--- config.mk ---
export PLATFORM = sky130hd
export DESIGN_NAME = wb_sequencer_flat
export DESIGN_NICKNAME = d
export VERILOG_FILES = /design/src/rtl/wb_sequencer_if.sv /design/src/rtl/wb_sequencer.sv /design/src/flat_wrapper.sv
export SDC_FILE = /design/constraint.sdc
export NUM_CORES = 1
export LEC_CHECK = 0
export ABC_AREA = 1
export BUFFER_PORTS_ARGS = -buffer_cell sky130_fd_sc_hd__buf_2
export CAP_MARGIN = 20
export CORE_ASPECT_RATIO = 0.5
export CORE_MARGIN = 2
export CORE_UTILIZATION = 45
export CTS_CLUSTER_DIAMETER = 40
export DETAILED_ROUTE_END_ITERATION = 16
export PLACE_DENSITY = 0.75
export RECOVER_POWER = 50
export SETUP_SLACK_MARGIN = 0.5
export SYNTH_ARGS = -nofsm -noshare
export SYNTH_HDL_FRONTEND = slang
export SYNTH_SLANG_ARGS = --single-unit
--- constraint.sdc ---
create_clock -name clock -period 2.6 [get_ports clock]
set_input_delay 0.26 -clock clock [delete_from_list [all_inputs] [get_ports clock]]
set_output_delay 0.26 -clock clock [all_outputs]
set_load 0.01 [all_outputs]
--- src/rtl/wb_sequencer_if.sv ---
// wb_sequencer_if: instruction handshake, ALU result and memory bus bundle for wb_sequencer.
interface wb_sequencer_if #(parameter int REG_AW = 4);
    logic              instr_valid;
    logic              instr_ready;
    logic [5:0]        instr;
    logic [REG_AW-1:0] dest;
    logic [31:0]       alu_c;
    logic              alu_addrch;
    logic [31:0]       alu_naddr;
    logic              alu_f3;
    logic [31:0]       store_data;
    logic              mem_req;
    logic              mem_we;
    logic [31:0]       mem_addr;
    logic [31:0]       mem_wdata;
    logic [31:0]       mem_rdata;
    logic              mem_ack;

    modport slave (
        input  instr_valid, instr, dest, alu_c, alu_addrch, alu_naddr, alu_f3,
               store_data, mem_rdata, mem_ack,
        output instr_ready, mem_req, mem_we, mem_addr, mem_wdata
    );

    modport master (
        output instr_valid, instr, dest, alu_c, alu_addrch, alu_naddr, alu_f3,
               store_data, mem_rdata, mem_ack,
        input  instr_ready, mem_req, mem_we, mem_addr, mem_wdata
    );
endinterface

--- src/rtl/wb_sequencer.sv ---
// wb_sequencer: retires one ALU result per instruction (register write, flags, PC, load/store).
module wb_sequencer #(
    parameter logic [31:0] PC_STEP = 32'd1,
    parameter int          REG_AW  = 4,
    parameter int          MEM_TMO = 255
) (
    input  logic              clock,
    input  logic              reset_n,
    wb_sequencer_if.slave     bus,
    output logic              rf_we,
    output logic [REG_AW-1:0] rf_waddr,
    output logic [31:0]       rf_wdata,
    output logic [31:0]       pc,
    output logic              f1,
    output logic              f2,
    output logic              mem_err,
    output logic              illegal
);
    localparam int CW = $clog2(MEM_TMO + 1);

    typedef enum logic [1:0] {IDLE, MEM, WB} state_t;

    state_t            state, nxt;
    logic [REG_AW-1:0] dst_q;
    logic [CW-1:0]     cnt;
    logic              is_mem, enter, wr, brn, flg, ill, tmo;
    logic [31:0]       wd;

    assign bus.instr_ready = state == IDLE;
    assign is_mem = bus.instr[5:1] == 5'd3;

    // Architectural updates are registered on the edge entering WB, so they are visible during WB.
    always_comb begin
        nxt   = state;
        enter = 1'b0;
        wr    = 1'b0;
        wd    = bus.alu_c;
        brn   = 1'b0;
        flg   = 1'b0;
        ill   = 1'b0;
        tmo   = 1'b0;
        case (state)
            IDLE: if (bus.instr_valid) begin
                nxt   = is_mem ? MEM : WB;
                enter = !is_mem;
                wr    = bus.instr < 6'd6;
                brn   = bus.instr[5:1] == 5'd7 && bus.alu_addrch;
                flg   = bus.instr >= 6'd8 && bus.instr <= 6'd13;
                ill   = bus.instr[5:4] != 2'b00;
            end
            MEM: if (bus.mem_ack) begin
                nxt   = WB;
                enter = 1'b1;
                wr    = !bus.mem_we;
                wd    = bus.mem_rdata;
            end else if (cnt == CW'(MEM_TMO - 1)) begin
                nxt   = WB;
                enter = 1'b1;
                tmo   = 1'b1;
            end
            default: nxt = IDLE;
        endcase
    end

    always_ff @(posedge clock) begin
        if (!reset_n) begin
            state         <= IDLE;
            pc            <= '0;
            f1            <= 1'b0;
            f2            <= 1'b0;
            rf_we         <= 1'b0;
            rf_waddr      <= '0;
            rf_wdata      <= '0;
            mem_err       <= 1'b0;
            illegal       <= 1'b0;
            bus.mem_req   <= 1'b0;
            bus.mem_we    <= 1'b0;
            bus.mem_addr  <= '0;
            bus.mem_wdata <= '0;
            dst_q         <= '0;
            cnt           <= '0;
        end else begin
            state   <= nxt;
            rf_we   <= wr;
            illegal <= illegal | ill;
            mem_err <= mem_err | tmo;
            if (wr) begin
                rf_waddr <= state == IDLE ? bus.dest : dst_q;
                rf_wdata <= wd;
            end
            if (enter)
                pc <= brn ? bus.alu_naddr : pc + PC_STEP;
            if (flg) begin
                f2 <= f1;
                f1 <= bus.alu_f3;
            end
            if (state == IDLE && nxt == MEM) begin
                bus.mem_req   <= 1'b1;
                bus.mem_we    <= ~bus.instr[0];
                bus.mem_addr  <= bus.alu_c;
                bus.mem_wdata <= bus.store_data;
                dst_q         <= bus.dest;
                cnt           <= '0;
            end else if (state == MEM) begin
                cnt <= cnt + 1'b1;
                if (nxt != MEM)
                    bus.mem_req <= 1'b0;
            end
        end
    end
endmodule

--- src/flat_wrapper.sv ---
// flat-port wrapper written by rule: the top's interface ports become plain ports
module wb_sequencer_flat 
#(
    parameter logic [31:0] PC_STEP = 32'd1,
    parameter int          REG_AW  = 4,
    parameter int          MEM_TMO = 255
)
  (clock, reset_n, rf_we, rf_waddr, rf_wdata, pc, f1, f2, mem_err, illegal, bus_instr_valid, bus_instr, bus_dest, bus_alu_c, bus_alu_addrch, bus_alu_naddr, bus_alu_f3, bus_store_data, bus_mem_rdata, bus_mem_ack, bus_instr_ready, bus_mem_req, bus_mem_we, bus_mem_addr, bus_mem_wdata);
  wb_sequencer_if #(.REG_AW(REG_AW)) bus_i ();
  input  logic clock;
  input  logic reset_n;
  output logic rf_we;
  output logic [REG_AW-1:0] rf_waddr;
  output logic [31:0] rf_wdata;
  output logic [31:0] pc;
  output logic f1;
  output logic f2;
  output logic mem_err;
  output logic illegal;
  input wire logic [$bits(bus_i.instr_valid)-1:0] bus_instr_valid;
  input wire logic [$bits(bus_i.instr)-1:0] bus_instr;
  input wire logic [$bits(bus_i.dest)-1:0] bus_dest;
  input wire logic [$bits(bus_i.alu_c)-1:0] bus_alu_c;
  input wire logic [$bits(bus_i.alu_addrch)-1:0] bus_alu_addrch;
  input wire logic [$bits(bus_i.alu_naddr)-1:0] bus_alu_naddr;
  input wire logic [$bits(bus_i.alu_f3)-1:0] bus_alu_f3;
  input wire logic [$bits(bus_i.store_data)-1:0] bus_store_data;
  input wire logic [$bits(bus_i.mem_rdata)-1:0] bus_mem_rdata;
  input wire logic [$bits(bus_i.mem_ack)-1:0] bus_mem_ack;
  output wire logic [$bits(bus_i.instr_ready)-1:0] bus_instr_ready;
  output wire logic [$bits(bus_i.mem_req)-1:0] bus_mem_req;
  output wire logic [$bits(bus_i.mem_we)-1:0] bus_mem_we;
  output wire logic [$bits(bus_i.mem_addr)-1:0] bus_mem_addr;
  output wire logic [$bits(bus_i.mem_wdata)-1:0] bus_mem_wdata;
  assign bus_i.instr_valid = bus_instr_valid;
  assign bus_i.instr = bus_instr;
  assign bus_i.dest = bus_dest;
  assign bus_i.alu_c = bus_alu_c;
  assign bus_i.alu_addrch = bus_alu_addrch;
  assign bus_i.alu_naddr = bus_alu_naddr;
  assign bus_i.alu_f3 = bus_alu_f3;
  assign bus_i.store_data = bus_store_data;
  assign bus_i.mem_rdata = bus_mem_rdata;
  assign bus_i.mem_ack = bus_mem_ack;
  assign bus_instr_ready = bus_i.instr_ready;
  assign bus_mem_req = bus_i.mem_req;
  assign bus_mem_we = bus_i.mem_we;
  assign bus_mem_addr = bus_i.mem_addr;
  assign bus_mem_wdata = bus_i.mem_wdata;
  wb_sequencer #(.PC_STEP(PC_STEP), .REG_AW(REG_AW), .MEM_TMO(MEM_TMO)) u_core (.clock(clock), .reset_n(reset_n), .bus(bus_i), .rf_we(rf_we), .rf_waddr(rf_waddr), .rf_wdata(rf_wdata), .pc(pc), .f1(f1), .f2(f2), .mem_err(mem_err), .illegal(illegal));
endmodule
==> out/metrics.cfg <==
[layout]
fin_util = 0.588
antenna_cells = 0
design_area_um2 = 9140
fillerInstances = 1578
nNetsFinal = 1521
syn2layout_area_growth_pct = 26.6
drive_above_1_share = 0.148
instances_no_fill = 1591

[job]
maxCapViolations = 0

[status]
status = completed

[pwr]
peakVddDrop_uv = 428
internal_power_mw = 3.84
netSwitchingPower_mw = 1.45
pwr-share-comb = 0.073
p_clk_frac = 0.472
power_density_nw_per_um2 = 578
p_sw_frac = 0.274
seq_power_share = 0.455
p_leak_nw = 4.03

[clocking]
clkLatencyLatePin_ps = 430
cts_max_level = 4
cts-root-buf = clkbuf_16
cts_setup_buffers = 0
cts_tree = built
cts_num_sinks = 153
cts_buffers = 17
cts.path.max_buffers = 2
clk_pin_slew_ps = 70

[placed_design]
gp_congestion = 0.947
placed_area_um2 = 8710
io_buffers = 283
post-place-ws_ps = 427
placedCellCount = 1558
hpwl_mm = 15.6

[yosys]
synth_top_area_frac = 0.424
syn_nets = 1263
syn-cell-area_um2 = 7220
synth.area.top_cells = dfxtp_1 (42%), nor2_1 (17%), nand2_1 (15%)
synth_area_per_cell_um2 = 6.47
synthAdderAreaFrac = 0.00520
synth_compound_area_frac = 0.0953
synth_seq_cells = 153
synth.yosys.seq_area_share = 0.424
synth_top_family_by_area = simple AND/OR/NAND/NOR gates
synth_cell_type_count = 34
synthXorXnorAreaFrac = 0.0121
synth_top_cell_by_area = dfxtp_1
synth_cells = 1116
muxShareOfSynthArea = 0.00156
synthSimpleGateAreaFrac = 0.392
ys_warn_count = 0

[sta]
setup_viol = 0
fin_crit_sh = 0.757
fin_worst_skew_ps = 9.92
rsz0062_at_grt = no
min_period_ps = 1970
final_hold_viol_count = 0
finalMaxSlewViolations = 0
fin_ws_ps = 632
worst_slew_pin_slew_ps = 723
max_slew_margin = 0.518
tns_ps = 0
fmaxAchievable_ghz = 0.508

[critical_path]
cp_max_fo = 42
endpoint_kind = register
cp.arrival_ps = 2330
crit_required_ps = 2960
criticalPathCategory = register to register
cpMaxStageDelayCell = dfxtp_1
crit_chain = nor2_4, nand2_1, inv_2, nand2_2, inv_4, buf_12, nor2_1, nor2_1
critPathMostFrequentCell = nor2_1
start_kind = register
max_stage_delay_ps = 360

[floorplan]
start_util = 0.465
core_um2 = 15500
die_area_um2 = 17100
ios = 284
fp-row-count = 32
die_h_um = 93.6
fp.dieW_um = 183

[drt]
first_pass_iters = 5
viasPerCell = 4.95
drt-total-wl_mm = 21.9
drcViolationCount = 0
drtAntennaViolNets = 0
avgRoutedWirePerCell_um = 13.8
vias = 7880
drt_iter0_drc = 436

[global_routing]
first_global_vias = 7606
grt.total_usage = 0.264
antenna_found_initial = 0
grt_max_degree = 71
grt_first_pass_wirelength_mm = 36.1
grt_overflow_total = 0

[worst_hold_path]
min_path_type = input port to register

==> cells in the mapped netlist <==
cell type and n:
buf_4 5, or2_1 1, buf_1 1, nor2_4 3, inv_2 5, xnor2_1 4
inv_4 1, dfxtp_1 153, a211oi_1 1, a21oi_1 8, o21ai_1 54, clkbuf_1 22
nor2_1 320, o21bai_1 2, nand2_1 289, buf_2 20, o21ai_0 66, inv_1 46
nor3b_1 1, nand2_2 4, buf_6 7, or2_2 1, nor2_2 3, o21a_1 1
or2_0 1, a21oi_2 1, nand4_1 5, nand2_4 2, mux2_2 1, xor2_1 6
o21ai_2 1, nand3_1 76, ha_1 3, nor3_1 2
==> final timing paths <==
check | cells past startpoint | from | slack, ps | to
setup / recovery | 8 | u_core.state[1] | 630 | u_core.bus.mem_wdata[18]
hold / removal | 3 | bus_store_data[27] | 60 | u_core.bus.mem_wdata[27]
setup reg to reg | 8 | u_core.state[1] | 630 | u_core.bus.mem_wdata[18]
hold reg to reg | 2 | u_core.dst_q[1] | 450 | u_core.dst_q[1]
==> through the flow <==
stage,hold slack (ps),power [mW]
final,63.7,5.29
after global routing,61.9,5.48
after CTS,50.7,5.33
after detailed placement,440,2.85
after global placement,436,2.85
after floorplan,350,2.66
==> critical path: cells and delay by family, from the launching register on <==
family                 cells  cell delay (ps)
and+or+nand+nor            5              820
buffers and inverters      3              710
DFF                        1              360
==> placed cells by master, fill, tap and decap left out, types with 2 or more instances in the layout <==
master      netlist  routed
inv_6             0       3
o21ai_1          54      54
inv_1            46      46
buf_4             5       7
nand4_1           5       5
inv_2             5       4
nand2_1         289     289
nor2_4            3       3
nor2_2            3       2
inv_4             1       2
o21ai_0          66      66
clkinvlp_4        0       2
clkinv_8          0       4
clkbuf_1         22     140
a21oi_1           8       9
buf_2            20     143
dfxtp_1         153     153
nand2_2           4       4
buf_12            0       3
xnor2_1           4       4
ha_1              3       3
nand3_1          76      76
o21bai_1          2       2
xor2_1            6       6
clkbuf_16         0      17
nor3_1            2       2
nor2_1          320     321
inv_8             0       5
==> logic make-up (layout without fill, tap and decap cells) <==
logic type,Yosys count,count (layout)
and+or+nand+nor,708,708
buffers and inverters,107,378
muxes,1,1
AOI/OAI and AO/OA,134,134
xor gates and xnor gates,10,10
DFF,153,153
adders and majority gates,3,3
==> power by group through the flow <==
stage	Combinational [mW]	Clock, mW	Sequential (mW)
detailed placement	0.396	0	2.46
finish	0.387	2.50	2.40
global placement	0.390	0	2.46
global route	0.437	2.64	2.41
CTS	0.399	2.52	2.40
floorplan	0.186	0	2.47
==> registers in the layout, indices dropped and copies added (netlist names) <==
name	count
u_core.bus.mem_addr	32
u_core.bus.mem_req	1
u_core.bus.mem_wdata	32
u_core.bus.mem_we	1
u_core.cnt	8
u_core.dst_q	4
u_core.f1	1
u_core.f2	1
u_core.illegal	1
u_core.mem_err	1
u_core.pc	32
u_core.rf_waddr	4
u_core.rf_wdata	32
u_core.rf_we	1
u_core.state	2
==> layout make-up <==
type / instances / area [um^2] / area share
sequential: 153 / 3060 / 0.335
tap: 204 / 255 / 0.0279
timing repair buffer: 294 / 1360 / 0.149
clock buffer: 17 / 425 / 0.0465
multi-input combinational: 856 / 3660 / 0.401
clock inverter: 15 / 171 / 0.0188
inverter: 52 / 200 / 0.0219
==> routing by layer <==
layer | vias to the layer above | wire length [um] | track usage
li1 | 4030 | - | -
met1 | 3507 | 9180 | 0.308
met2 | 299 | 10500 | 0.460
met3 | 44 | 1720 | 0.0728
met4 | 0 | 516 | 0.111
met5 | - | 0 | 0
==> repair_timing <==
action	in CTS	in global routing
setup endpoints to repair	0	78
hold buffers	1	0
resized for setup	0	3
endpoints found under the hold margin	1	0
(Power assumes the default switching activity.)
